<file path="src/rtl/router_pkt_tx.sv">
// router_pkt_tx: buffers one request's payload, then frames header, payload and parity for the router input port.
// Latency: pl_ready rises the cycle after a valid start; header appears the cycle after the last payload beat.
// Backpressure: busy=1 holds the byte on data_out (HEADER/PAYLOAD/PARITY only); LOAD waits on pl_valid with no timeout.
//
// Ports:
//   clock, reset             single clock, synchronous active-high reset
//   start, dest, len         send request (sampled in IDLE only); dest=3 or len=0 is rejected via req_err
//   pl_valid, pl_data        payload byte stream in; pl_ready out accepts a byte
//   busy                     router flow control; the current output byte is held while high
//   data_out, pkt_valid      router input bus; pkt_valid=1 for header/payload, 0 for parity
//   ready, done, req_err     idle indication, end-of-packet pulse, rejected-request pulse
//   err_inject               only with `ROUTER_TX_ERR_INJ_EN: flips parity bit 0 of the packet it is latched with
// Parameter GAP_CYCLES (1..15): idle cycles after each parity byte before returning to IDLE.

module router_pkt_tx #(
  parameter int GAP_CYCLES = 2
) (
`ifdef ROUTER_TX_ERR_INJ_EN
  input  logic       err_inject,
`endif
  input  logic       clock,
  input  logic       reset,
  input  logic       start,
  input  logic [1:0] dest,
  input  logic [5:0] len,
  input  logic       pl_valid,
  input  logic [7:0] pl_data,
  output logic       pl_ready,
  input  logic       busy,
  output logic [7:0] data_out,
  output logic       pkt_valid,
  output logic       ready,
  output logic       done,
  output logic       req_err
);

  typedef enum logic [2:0] {
    IDLE    = 3'd0,
    LOAD    = 3'd1,
    HEADER  = 3'd2,
    PAYLOAD = 3'd3,
    PARITY  = 3'd4,
    GAP     = 3'd5
  } state_t;

  localparam logic [3:0] GAP_LAST = 4'(GAP_CYCLES - 1);

  state_t     state;
  logic [7:0] pl_buf [64];
  logic [5:0] wr_ptr;
  logic [5:0] rd_ptr;    // index of the payload byte currently on data_out
  logic [7:0] parity;
  logic [1:0] dest_q;
  logic [5:0] len_q;
  logic [3:0] gap_cnt;
  logic [7:0] parity_tx;
  logic       load_beat;

`ifdef ROUTER_TX_ERR_INJ_EN
  logic inj_q;

  always_comb begin
    parity_tx = parity ^ {7'd0, inj_q};
  end
`else
  always_comb begin
    parity_tx = parity;
  end
`endif

  // pl_ready is registered and only high in LOAD, so this is the write strobe
  always_comb begin
    load_beat = pl_valid && pl_ready;
  end

  // Payload storage needs no reset: every byte read was written by this packet
  always_ff @(posedge clock) begin
    if (load_beat) begin
      pl_buf[wr_ptr] <= pl_data;
    end
  end

  always_ff @(posedge clock) begin
    if (reset) begin
      state     <= IDLE;
      data_out  <= 8'd0;
      pkt_valid <= 1'b0;
      pl_ready  <= 1'b0;
      ready     <= 1'b1;
      done      <= 1'b0;
      req_err   <= 1'b0;
      wr_ptr    <= 6'd0;
      rd_ptr    <= 6'd0;
      parity    <= 8'd0;
      dest_q    <= 2'd0;
      len_q     <= 6'd0;
      gap_cnt   <= 4'd0;
`ifdef ROUTER_TX_ERR_INJ_EN
      inj_q     <= 1'b0;
`endif
    end else begin
      // done and req_err are single-cycle pulses
      done    <= 1'b0;
      req_err <= 1'b0;

      case (state)
        IDLE: begin
          if (start) begin
            if (dest == 2'd3 || len == 6'd0) begin
              req_err <= 1'b1;
            end else begin
              dest_q   <= dest;
              len_q    <= len;
              parity   <= {len, dest};
              wr_ptr   <= 6'd0;
              rd_ptr   <= 6'd0;
              pl_ready <= 1'b1;
              ready    <= 1'b0;
              state    <= LOAD;
`ifdef ROUTER_TX_ERR_INJ_EN
              inj_q    <= err_inject;
`endif
            end
          end
        end

        LOAD: begin
          if (load_beat) begin
            parity <= parity ^ pl_data;
            wr_ptr <= wr_ptr + 6'd1;
            // Beat carrying byte len: header goes on the bus at this edge
            if (wr_ptr == len_q - 6'd1) begin
              pl_ready  <= 1'b0;
              data_out  <= {len_q, dest_q};
              pkt_valid <= 1'b1;
              state     <= HEADER;
            end
          end
        end

        HEADER: begin
          if (!busy) begin
            data_out <= pl_buf[rd_ptr];
            state    <= PAYLOAD;
          end
        end

        PAYLOAD: begin
          if (!busy) begin
            if (rd_ptr == len_q - 6'd1) begin
              data_out  <= parity_tx;
              pkt_valid <= 1'b0;
              state     <= PARITY;
            end else begin
              data_out <= pl_buf[rd_ptr + 6'd1];
              rd_ptr   <= rd_ptr + 6'd1;
            end
          end
        end

        PARITY: begin
          if (!busy) begin
            data_out <= 8'd0;
            done     <= 1'b1;
            gap_cnt  <= 4'd0;
            state    <= GAP;
          end
        end

        GAP: begin
          if (gap_cnt == GAP_LAST) begin
            ready <= 1'b1;
            state <= IDLE;
          end else begin
            gap_cnt <= gap_cnt + 4'd1;
          end
        end

        default: begin
          state <= IDLE;
        end
      endcase
    end
  end

endmodule

</file>
<file path="config.mk">
export PLATFORM = sky130hd
export DESIGN_NAME = router_pkt_tx
export DESIGN_NICKNAME = d
export VERILOG_FILES = /design/src/rtl/router_pkt_tx.sv
export SDC_FILE = /design/constraint.sdc
export NUM_CORES = 1
export LEC_CHECK = 0
export CAP_MARGIN = 10
export CORE_ASPECT_RATIO = 2
export CORE_MARGIN = 1.5
export CORE_UTILIZATION = 35
export DETAILED_ROUTE_END_ITERATION = 10
export PLACE_DENSITY = 0.54
export SLEW_MARGIN = 20
export SYNTH_ARGS = -nofsm -noshare
export SYNTH_HDL_FRONTEND = slang
export SYNTH_SLANG_ARGS = --single-unit
</file>
<file path="constraint.sdc">
create_clock -name clock -period 3 [get_ports clock]
set_clock_uncertainty 0.2 [all_clocks]
set_input_delay 0.6 -clock clock [delete_from_list [all_inputs] [get_ports clock]]
set_output_delay 0.6 -clock clock [all_outputs]
set_load 0.05 [all_outputs]
</file>
==> out/qor.log, run 1 <==
qor: cts.clk-insertion-delay-late 0.62 ns
qor: logic_synthesis.yosys.area_share.simple 7.449%
qor: logic_synthesis.synth_seq_cells 566
qor: power_and_ir_drop.power.switching 3522 µW
qor: cts.cts.path.max_buffers 3
qor: job.cap_violations 0
qor: cells_and_area.post_route_cells_drive_above_1_share 39.39%
qor: sta.setup_viol 7
qor: power_and_ir_drop.intPower 12660 µW
qor: power_and_ir_drop.p_clk_share 43.2%
qor: setup_path.cp.required 3.31 ns
qor: cells_and_area.total_area_of_multi_input_combinational_cells 10130 µm²
qor: floorplanning.die_h 395.1 µm
qor: floorplanning.dieArea 78660 µm²
qor: logic_synthesis.synth_xor_xnor_area_share 0.9532%
qor: setup_path.end_kind flip-flop
qor: setup_path.timing.critical_path.cells ha_4 > buf_12 > buf_12 > buf_4 > mux4_2 > mux4_2 > mux4_2 > a221o_1
qor: hold_path.hp-class primary input to flip-flop
qor: detailed_routing.route.antenna.remaining_nets 0
qor: cells_and_area.n_fill_cell 6695
qor: cts.tritoncts built
qor: sta.timing.fmax 316.2 MHz
qor: global_routing.first_global_vias 18710
qor: power_and_ir_drop.p_per_area 481.3 nW/µm²
qor: sta.fin_ws -0.1624 ns
qor: logic_synthesis.yosysWarningCount 0
qor: detailed_routing.drc 0
qor: setup_path.cp_max_fo 5
qor: floorplanning.std_cell_rows 143
qor: setup_path.critical-path-max-stage-delay 0.55 ns
qor: power_and_ir_drop.seq_power_share 53.4%
qor: setup_path.critical_path.startpoint_type flip-flop
qor: logic_synthesis.synth_top_area_share 57.13%
qor: setup_path.worst_path_class_setup flip-flop to flip-flop
qor: cts.cts_htree_levels 2
qor: power_and_ir_drop.portion_of_total_power_attributed_to_combinational_logic 3.4%
qor: detailed_routing.route.vias.total 17840
qor: cells_and_area.layout.nets 2019
qor: cells_and_area.area_growth 24.95%
qor: power_and_ir_drop.power.share.switching 21.76%
qor: logic_synthesis.netlist_area 26910 µm²
qor: setup_path.arrival_time_of_data_at_the_critical_path_endpoint 3.47 ns
qor: sta.totalNegativeSetupSlack -0.5033 ns
qor: placement.routabilityCongestion 0.9323
qor: setup_path.crit_path_frequent_cell sky130_fd_sc_hd__mux4_2
qor: global_routing.first_pass_grt_wire_length 142.0 mm
qor: logic_synthesis.postSynthNetCount 1671
qor: cts.post_cts_hold_buffer_count 0
qor: logic_synthesis.ys_async_sr_fraction 0%
qor: global_routing.globalRouteTotalUtil 26.44%
qor: logic_synthesis.part_of_the_yosys_area_used_for_sequential_elements 61.15%
qor: sta.timing.final.max_slew_violations 0
qor: floorplanning.die_x 199.1 µm
qor: logic_synthesis.synth_top_flop_cell sky130_fd_sc_hd__edfxtp_1
qor: hold_path.min_from pl_data[5]
qor: sta.rsz_0062_raised_after_global_routing true
qor: placement.placement.io_buffers 33
qor: cts.clock_buffer_count_from_cts 51
qor: sta.final_period_minus_worst_setup_slack 3.162 ns
qor: logic_synthesis.synthesis.area_per_instance 16.36 µm²
qor: floorplanning.pin_count 34
qor: cells_and_area.register_area 16470 µm²
qor: detailed_routing.viasPerCell 5.848
qor: floorplanning.initial_core_util 35.39%
qor: logic_synthesis.muxShareOfSynthArea 23.17%
qor: power_and_ir_drop.power_leakage 0.01085 µW
qor: setup_path.regToRegStartpoint rd_ptr[0]
qor: sta.slew_headroom 32.12%
qor: sta.timing.final.hold_violations 0
qor: setup_path.critical-path-slowest-cell sky130_fd_sc_hd__mux4_2
qor: cts.clock-sinks 566
qor: detailed_routing.drtPass1Iterations 5
qor: logic_synthesis.synth_top_area_cell sky130_fd_sc_hd__edfxtp_1
qor: run_status.failed_checks negative setup slack
qor: logic_synthesis.gate_count_post_synth 1645
qor: logic_synthesis.yosys.cell_types.count 67
qor: floorplanning.coreArea 76040 µm²
qor: detailed_routing.wl_per_cell 33.85 µm
qor: logic_synthesis.synth-edff-count 512
qor: logic_synthesis.synthAdderAreaFrac 0.2325%
qor: sta.fin_crit_sh 105.4%
qor: logic_synthesis.synth_top_family_by_area multiplexers
qor: power_and_ir_drop.ir_worst_vdd 0.0003923 V
qor: detailed_routing.wl 103.3 mm
qor: setup_path.setup.worst_path.start rd_ptr[0]
qor: cts.ctsRootBufferMaster sky130_fd_sc_hd__clkbuf_16
qor: detailed_routing.drtIter0Drc 1520
qor: global_routing.globalRouteOverflowTotal 0
qor: cts.cts.reportedPaths.clkPinSlew 0.07 ns
qor: logic_synthesis.synth.top_cells.by_area sky130_fd_sc_hd__edfxtp_1 57%, sky130_fd_sc_hd__mux4_2 21%, sky130_fd_sc_hd__dfxtp_1 4.0%, sky130_fd_sc_hd__nor2_1 2.1%, sky130_fd_sc_hd__nand2_1 1.9%
qor: placement.dp_hpwl 77.24 mm
qor: sta.post_route_worst_hold_slack 0.2539 ns
qor: global_routing.number_of_antenna_violations_at_the_first_check_in_global_routing 1
qor: run_status.run_status complete, but fails checks
qor: logic_synthesis.synth_compound_area_share 4.650%
qor: sta.tightest_slew 1.010 ns
qor: cells_and_area.num_antenna_cells 0
qor: global_routing.grt_max_degree 67
## registers in the layout, indices dropped and copies added, names as in the netlist, named ones only
register   count
pkt_valid      1
len_q          6
req_err        1
state          3
dest_q         2
wr_ptr         6
pl_buf       512
pl_ready       1
parity         8
data_out       8
ready          1
rd_ptr         6
gap_cnt        4
done           1
## metrics by stage
| stage | utilization (%) | setup WS (ns) | area, µm² | std cells | total power [µW] |
|---|---|---|---|---|---|
| floorplan | - | 0.01005 | 26910 | 1645 | 9013 |
| global placement | 40.83 | -0.6840 | 31040 | 2913 | 9350 |
| detailed placement | 40.83 | -0.6984 | 31040 | 2913 | 9363 |
| CTS | 44.06 | -0.1644 | 33500 | 3049 | 16270 |
| global route | 44.22 | -0.1849 | 33620 | 3051 | 16580 |
| finish | 44.22 | -0.1624 | 33620 | 3051 | 16190 |
## worst max-delay path: cells and delay by family, from the launching register on
kind,cells,cell delay [ns]
buffers and inverters,3,0.35
adder cells (fa/ha/maj),1,0.30
multiplexers,3,1.54
flip-flops,1,0.35
AO/OA/AOI/OAI,1,0.31
## kinds of logic (layout without fill, tap and decap cells)
| family | Yosys count | count (layout) |
|---|---|---|
| and+or+nand+nor | 438 | 438 |
| buffers and inverters | 130 | 521 |
| adders and majority gates | 5 | 5 |
| AOI/OAI and AO/OA | 187 | 187 |
| xor gates and xnor gates | 26 | 26 |
| DFF | 566 | 566 |
| muxes | 293 | 293 |
## synth_stat cells, types with 5 or more instances
library cell	n
sky130_fd_sc_hd__nand2_1	136
sky130_fd_sc_hd__nor4_1	9
sky130_fd_sc_hd__nor2b_1	12
sky130_fd_sc_hd__a21oi_1	47
sky130_fd_sc_hd__mux4_1	9
sky130_fd_sc_hd__edfxtp_1	512
sky130_fd_sc_hd__nand3b_1	5
sky130_fd_sc_hd__clkbuf_1	55
sky130_fd_sc_hd__buf_4	15
sky130_fd_sc_hd__ha_1	5
sky130_fd_sc_hd__a211oi_1	7
sky130_fd_sc_hd__nor3b_1	12
sky130_fd_sc_hd__buf_2	43
sky130_fd_sc_hd__dfxtp_1	54
sky130_fd_sc_hd__nand3_1	33
sky130_fd_sc_hd__o22ai_1	12
sky130_fd_sc_hd__a221oi_1	7
sky130_fd_sc_hd__o31ai_1	6
sky130_fd_sc_hd__nand4_1	19
sky130_fd_sc_hd__nor2_1	151
sky130_fd_sc_hd__o21ai_0	28
sky130_fd_sc_hd__inv_1	9
sky130_fd_sc_hd__a22o_1	14
sky130_fd_sc_hd__xor2_1	13
sky130_fd_sc_hd__a31oi_1	8
sky130_fd_sc_hd__a22oi_1	24
sky130_fd_sc_hd__xnor2_1	11
sky130_fd_sc_hd__mux4_2	252
sky130_fd_sc_hd__and3_1	6
sky130_fd_sc_hd__nor3_1	28
sky130_fd_sc_hd__mux2i_1	30
## repair_timing
item,CTS,global route
pin swaps,14,14
gates resized for setup,68,29
cloned,3,1
setup buffers,37,2
endpoints found under the setup margin,8,16
## cells in the final DEF, fill, tap and decap left out, types with 23 or more instances in the layout
cell	netlist	routed
sky130_fd_sc_hd__nand2_1	136	133
sky130_fd_sc_hd__nand3_1	33	31
sky130_fd_sc_hd__nor2_1	151	148
sky130_fd_sc_hd__a21oi_1	47	43
sky130_fd_sc_hd__buf_12	1	50
sky130_fd_sc_hd__buf_4	15	313
sky130_fd_sc_hd__a22oi_1	24	23
sky130_fd_sc_hd__edfxtp_1	512	512
sky130_fd_sc_hd__mux4_2	252	257
sky130_fd_sc_hd__mux2i_1	30	28
sky130_fd_sc_hd__dfxtp_1	54	50
sky130_fd_sc_hd__clkdlybuf4s50_1	0	25
sky130_fd_sc_hd__clkbuf_16	0	52
## worst paths after layout
path / endpoint / slack, ns / cells past startpoint
hold / removal: pl_buf[15][5] / 0.25 / 1
hold reg to reg: data_out[7] / 0.27 / 2
setup reg to reg: data_out[3] / -0.16 / 8
setup / recovery: data_out[3] / -0.16 / 8
## power groups by stage
stage          clock network, µW  registers (µW)  logic, µW
2_1_floorplan                  0            8810        202
3_3_place_gp                   0            8810        538
3_5_place_dp                   0            8810        551
4_1_cts                     7080            8640        554
5_1_grt                     7340            8640        594
6_report                    6990            8640        558
## final cells by class
cell class                      instances  area share, %
Sequential cell                       566          48.98
Multi-Input combinational cell        949          30.12
Timing Repair Buffer                  415          11.76
Clock buffer                           54          3.829
Tap cell                             1015          3.777
Clock inverter                         42          1.421
Inverter                               10         0.1116
## routing by layer
layer	vias to the layer above	routed length, µm	share of wire (%)	track usage, %
met4	2	11790	11	25.08
li1	7408	-	-	-
met2	809	54940	53	47.68
met3	306	5364	5.2	3.487
met5	-	9	0.0087	0
met1	9318	31160	30	25.26
(Power assumes the default switching activity.)
==> run 2, diff against run 1 <==
--- a/config.mk
+++ b/config.mk
@@ -7,10 +7,9 @@
 export LEC_CHECK = 0
 export CAP_MARGIN = 10
 export CORE_ASPECT_RATIO = 2
-export CORE_MARGIN = 1.5
 export CORE_UTILIZATION = 35
 export DETAILED_ROUTE_END_ITERATION = 10
-export PLACE_DENSITY = 0.54
+export PLACE_DENSITY = 0.53
 export SLEW_MARGIN = 20
 export SYNTH_ARGS = -nofsm -noshare
 export SYNTH_HDL_FRONTEND = slang
==> constraint.sdc (replaced) <==
create_clock -name clock -period 3.3 [get_ports clock]
set_clock_uncertainty 0.2 [all_clocks]
set_input_delay 0.66 -clock clock [delete_from_list [all_inputs] [get_ports clock]]
set_output_delay 0.66 -clock clock [all_outputs]
set_load 0.05 [all_outputs]
==> run 2 against run 1 <==
The flow still finishes with violations (negative setup slack). Critical path depth is 2 lower. Count of clock-buffer cells in the layout is 2 higher. Final cell count is 4.3% lower. Via count is 2.0% lower. Global-route usage hardly changed. Worst setup slack better by 0.12 ns. Sequential power is 9.0% lower. Non-clock buffer count is 124 lower. Critical path type unchanged. Critical endpoint unchanged. Largest power group unchanged.
==> out/qor.log, run 2 (synthesis gave the netlist of run 1 again) <==
qor: cells_and_area.area_growth 17.97% [was 24.95%]
qor: detailed_routing.wl 101.4 mm [was 103.3 mm]
qor: sta.rsz_0062_raised_after_global_routing true [unchanged]
qor: placement.numPlacedInstances 2825 [was 2913]
qor: setup_path.critical_path_depth 6 [was 8]
qor: floorplanning.std_cell_rows 143 [unchanged]
qor: cells_and_area.biggest_registers_after_layout pl_buf: 512 flops, data_out: 8 flops, parity: 8 flops [unchanged]
qor: sta.tightest_slew 0.9914 ns [was 1.010 ns]
qor: detailed_routing.drtIter0Drc 1627 [was 1520]
qor: setup_path.cpLargestDelayFamily multiplexers [unchanged]
qor: hold_path.hp-class primary input to flip-flop [unchanged]
qor: detailed_routing.wl_per_cell 34.73 µm [was 33.85 µm]
qor: cts.ctsRootBufferMaster sky130_fd_sc_hd__clkbuf_16 [unchanged]
qor: detailed_routing.viasPerCell 5.988 [was 5.848]
qor: cts.clk-insertion-delay-late 0.61 ns [was 0.62 ns]
qor: global_routing.first_pass_grt_wire_length 140.6 mm [was 142.0 mm]
qor: detailed_routing.route.antenna.remaining_nets 0 [unchanged]
qor: power_and_ir_drop.intPower 11090 µW [was 12660 µW]
qor: sta.fin_ws -0.04598 ns [was -0.1624 ns]
qor: placement.routabilityCongestion 0.9609 [was 0.9323]
qor: sta.post_route_worst_hold_slack 0.2553 ns [was 0.2539 ns]
qor: setup_path.cp.required 3.59 ns [was 3.31 ns]
qor: sta.timing.final.max_slew_violations 0 [unchanged]
qor: cts.cts_htree_levels 2 [unchanged]
qor: power_and_ir_drop.portion_of_total_power_attributed_to_combinational_logic 3.3% [was 3.4%]
qor: power_and_ir_drop.p_clk_share 41.0% [was 43.2%]
qor: hold_path.min_delay_path_depth 1 [unchanged]
qor: cells_and_area.post_route_cells_drive_above_1_share 32.05% [was 39.39%]
qor: sta.timing.final.hold_violations 0 [unchanged]
qor: floorplanning.die_x 198.1 µm [was 199.1 µm]
qor: setup_path.worst_r2r_path_depth 6 [was 8]
qor: setup_path.timing.reg2reg.setup_slack -0.05 ns [was -0.16 ns]
qor: cts.clock_buffer_count_from_cts 48 [was 51]
qor: floorplanning.initial_core_util 35.39% [unchanged]
qor: setup_path.cp.buffers_inverters 1 [was 3]
qor: floorplanning.pin_count 34 [unchanged]
qor: setup_path.critical-path-max-stage-delay 0.58 ns [was 0.55 ns]
qor: sta.final_period_minus_worst_setup_slack 3.346 ns [was 3.162 ns]
qor: cts.cts.path.max_buffers 3 [unchanged]
qor: sta.fin_crit_sh 101.4% [was 105.4%]
qor: placement.dp_hpwl 75.52 mm [was 77.24 mm]
qor: cells_and_area.leading_cell_type_in_the_layout_fill_and_taps_excluded sky130_fd_sc_hd__edfxtp_1 [unchanged]
qor: sta.setup_viol 1 [was 7]
qor: cells_and_area.layout.nets 1892 [was 2019]
qor: power_and_ir_drop.power_leakage 0.009920 µW [was 0.01085 µW]
qor: cts.clock-sinks 566 [unchanged]
qor: placement.place_worst_setup_slack -0.08475 ns [was -0.6984 ns]
qor: setup_path.cp_max_fo 36 [was 5]
qor: floorplanning.coreArea 76040 µm² [unchanged]
qor: power_and_ir_drop.ir_worst_vdd 0.0003596 V [was 0.0003923 V]
qor: setup_path.worst_path_class_setup flip-flop to flip-flop [unchanged]
qor: setup_path.end_kind flip-flop [unchanged]
qor: sta.totalNegativeSetupSlack -0.04598 ns [was -0.5033 ns]
qor: global_routing.globalRouteTotalUtil 26.40% [was 26.44%]
qor: global_routing.grt_max_degree 67 [unchanged]
qor: power_and_ir_drop.p_per_area 444.4 nW/µm² [was 481.3 nW/µm²]
qor: cts.cts.reportedPaths.clkPinSlew 0.07 ns [about the same]
qor: setup_path.timing.critical_path.cells ha_4 > buf_16 > mux4_2 > mux4_2 > mux4_1 > a221o_1 [was ha_4 > buf_12 > buf_12 > buf_4 > mux4_2 > mux4_2 > mux4_2 > a221o_1]
qor: setup_path.crit_path_frequent_cell sky130_fd_sc_hd__mux4_2 [unchanged]
qor: setup_path.critical_path.startpoint_type flip-flop [unchanged]
qor: detailed_routing.drtPass1Iterations 5 [unchanged]
qor: cells_and_area.final_cell_count_no_fill 2919 [was 3051]
qor: cells_and_area.final_cell_mix 512 x sky130_fd_sc_hd__edfxtp_1, 253 x sky130_fd_sc_hd__mux4_2, 233 x sky130_fd_sc_hd__buf_4 [was 512 x sky130_fd_sc_hd__edfxtp_1, 313 x sky130_fd_sc_hd__buf_4, 257 x sky130_fd_sc_hd__mux4_2]
qor: run_status.failed_checks negative setup slack [unchanged]
qor: setup_path.arrival_time_of_data_at_the_critical_path_endpoint 3.64 ns [was 3.47 ns]
qor: power_and_ir_drop.power.switching 3020 µW [was 3522 µW]
qor: power_and_ir_drop.power.share.switching 21.41% [was 21.76%]
qor: power_and_ir_drop.seq_power_share 55.7% [was 53.4%]
qor: global_routing.number_of_antenna_violations_at_the_first_check_in_global_routing 3 [was 1]
qor: detailed_routing.drc 0 [unchanged]
qor: cells_and_area.flip_flop_count_of_the_largest_register_all_copies_and_words_added 512 [unchanged]
qor: cells_and_area.regMostFlops pl_buf [unchanged]
qor: floorplanning.die_h 394.1 µm [was 395.1 µm]
qor: sta.slew_headroom 33.91% [was 32.12%]
qor: global_routing.first_global_vias 18240 [was 18710]
qor: global_routing.globalRouteOverflowTotal 0 [unchanged]
qor: cts.tritoncts built [unchanged]
qor: placement.placement.io_buffers 33 [unchanged]
qor: sta.timing.fmax 298.9 MHz [was 316.2 MHz]
qor: job.cap_violations 0 [unchanged]
qor: detailed_routing.route.vias.total 17480 [was 17840]
qor: setup_path.critical-path-slowest-cell sky130_fd_sc_hd__mux4_1 [was sky130_fd_sc_hd__mux4_2]
qor: run_status.run_status complete, but fails checks [unchanged]
qor: floorplanning.dieArea 78060 µm² [was 78660 µm²]
run 2: cell count changes in the layout (fill, tap and decap cells not counted), sizes merged:
cell      previous run  this run
buf                389       265
clkinvlp             7         3
inv                 15        11
bufinv               8         5
clkbuf              55        57
diode                0         1
run 2: per-stage QoR:
stage | util (%) | area [µm²] | total power (µW)
3_5_place_dp | 39.59 | 30110 | 8482
4_1_cts | 41.69 | 31700 | 14190
2_1_floorplan | - | 26910 | 8194
6_report | 41.75 | 31740 | 14110
5_1_grt | 41.74 | 31740 | 14450
3_3_place_gp | 39.59 | 30110 | 8468
run 2: per-layer routing:
layer  GRT usage (%)  up-vias  share of wire [%]
met1           25.98     9230                 32
met5               0        -              0.027
li1                -     7148                  -
met2           47.54      816                 53
met4           24.65        4                 11
met3           2.892      282                4.5
run 2: worst register-to-register path, stage by stage (launching register included):
cell	delay, ns
sky130_fd_sc_hd__dfxtp_4	0.36
sky130_fd_sc_hd__ha_4	0.40
sky130_fd_sc_hd__buf_16	0.31
sky130_fd_sc_hd__mux4_2	0.55
sky130_fd_sc_hd__mux4_2	0.50
sky130_fd_sc_hd__mux4_1	0.58
sky130_fd_sc_hd__a221o_1	0.34
run 2: repair_timing:
item,in CTS,in global routing
gates cloned,0,1
buffers inserted,5,0
setup endpoints to repair,3,8
endpoints found under the hold margin,0,0
hold buffers,0,0
resized for setup,4,8
run 2: path summary, 6_finish.rpt:
| kind | from | to |
|---|---|---|
| worst min-delay path | pl_data[3] | pl_buf[61][3] |
| worst max register to register | rd_ptr[0] | data_out[3] |
| worst max-delay path | rd_ptr[0] | data_out[3] |
| worst min register to register | data_out[2] | data_out[2] |
run 2: final cells by class:
| type | instances | area (µm²) |
|---|---|---|
| diodes | 1 | 2.502 |
| clock buffers | 56 | 1252 |
| clock inverters | 31 | 279.0 |
| fillers | 6876 | 44300 |
| inverters | 10 | 37.54 |
| multi-input cells | 949 | 9892 |
| flip-flops and latches | 566 | 16470 |
| well taps | 1015 | 1270 |
| repair buffers | 291 | 2542 |
run 2: power by group through the flow:
stage                     logic, µW  registers (µW)  clock network [µW]
after CTS                       468            7850                5860
after global routing            494            7850                6100
after global placement          455            8010                   0
after floorplan                 183            8010                   0
after detailed placement        467            8010                   0
final                           467            7860                5780
==> run 3, diff against run 2 <==
--- a/config.mk
+++ b/config.mk
@@ -10,7 +10,7 @@
 export CORE_UTILIZATION = 35
 export DETAILED_ROUTE_END_ITERATION = 10
 export PLACE_DENSITY = 0.53
-export SLEW_MARGIN = 20
+export SLEW_MARGIN = 30
 export SYNTH_ARGS = -nofsm -noshare
 export SYNTH_HDL_FRONTEND = slang
 export SYNTH_SLANG_ARGS = --single-unit
==> results of run 3 <==
The final DEF is identical to that of run 2; final timing and power are the same.
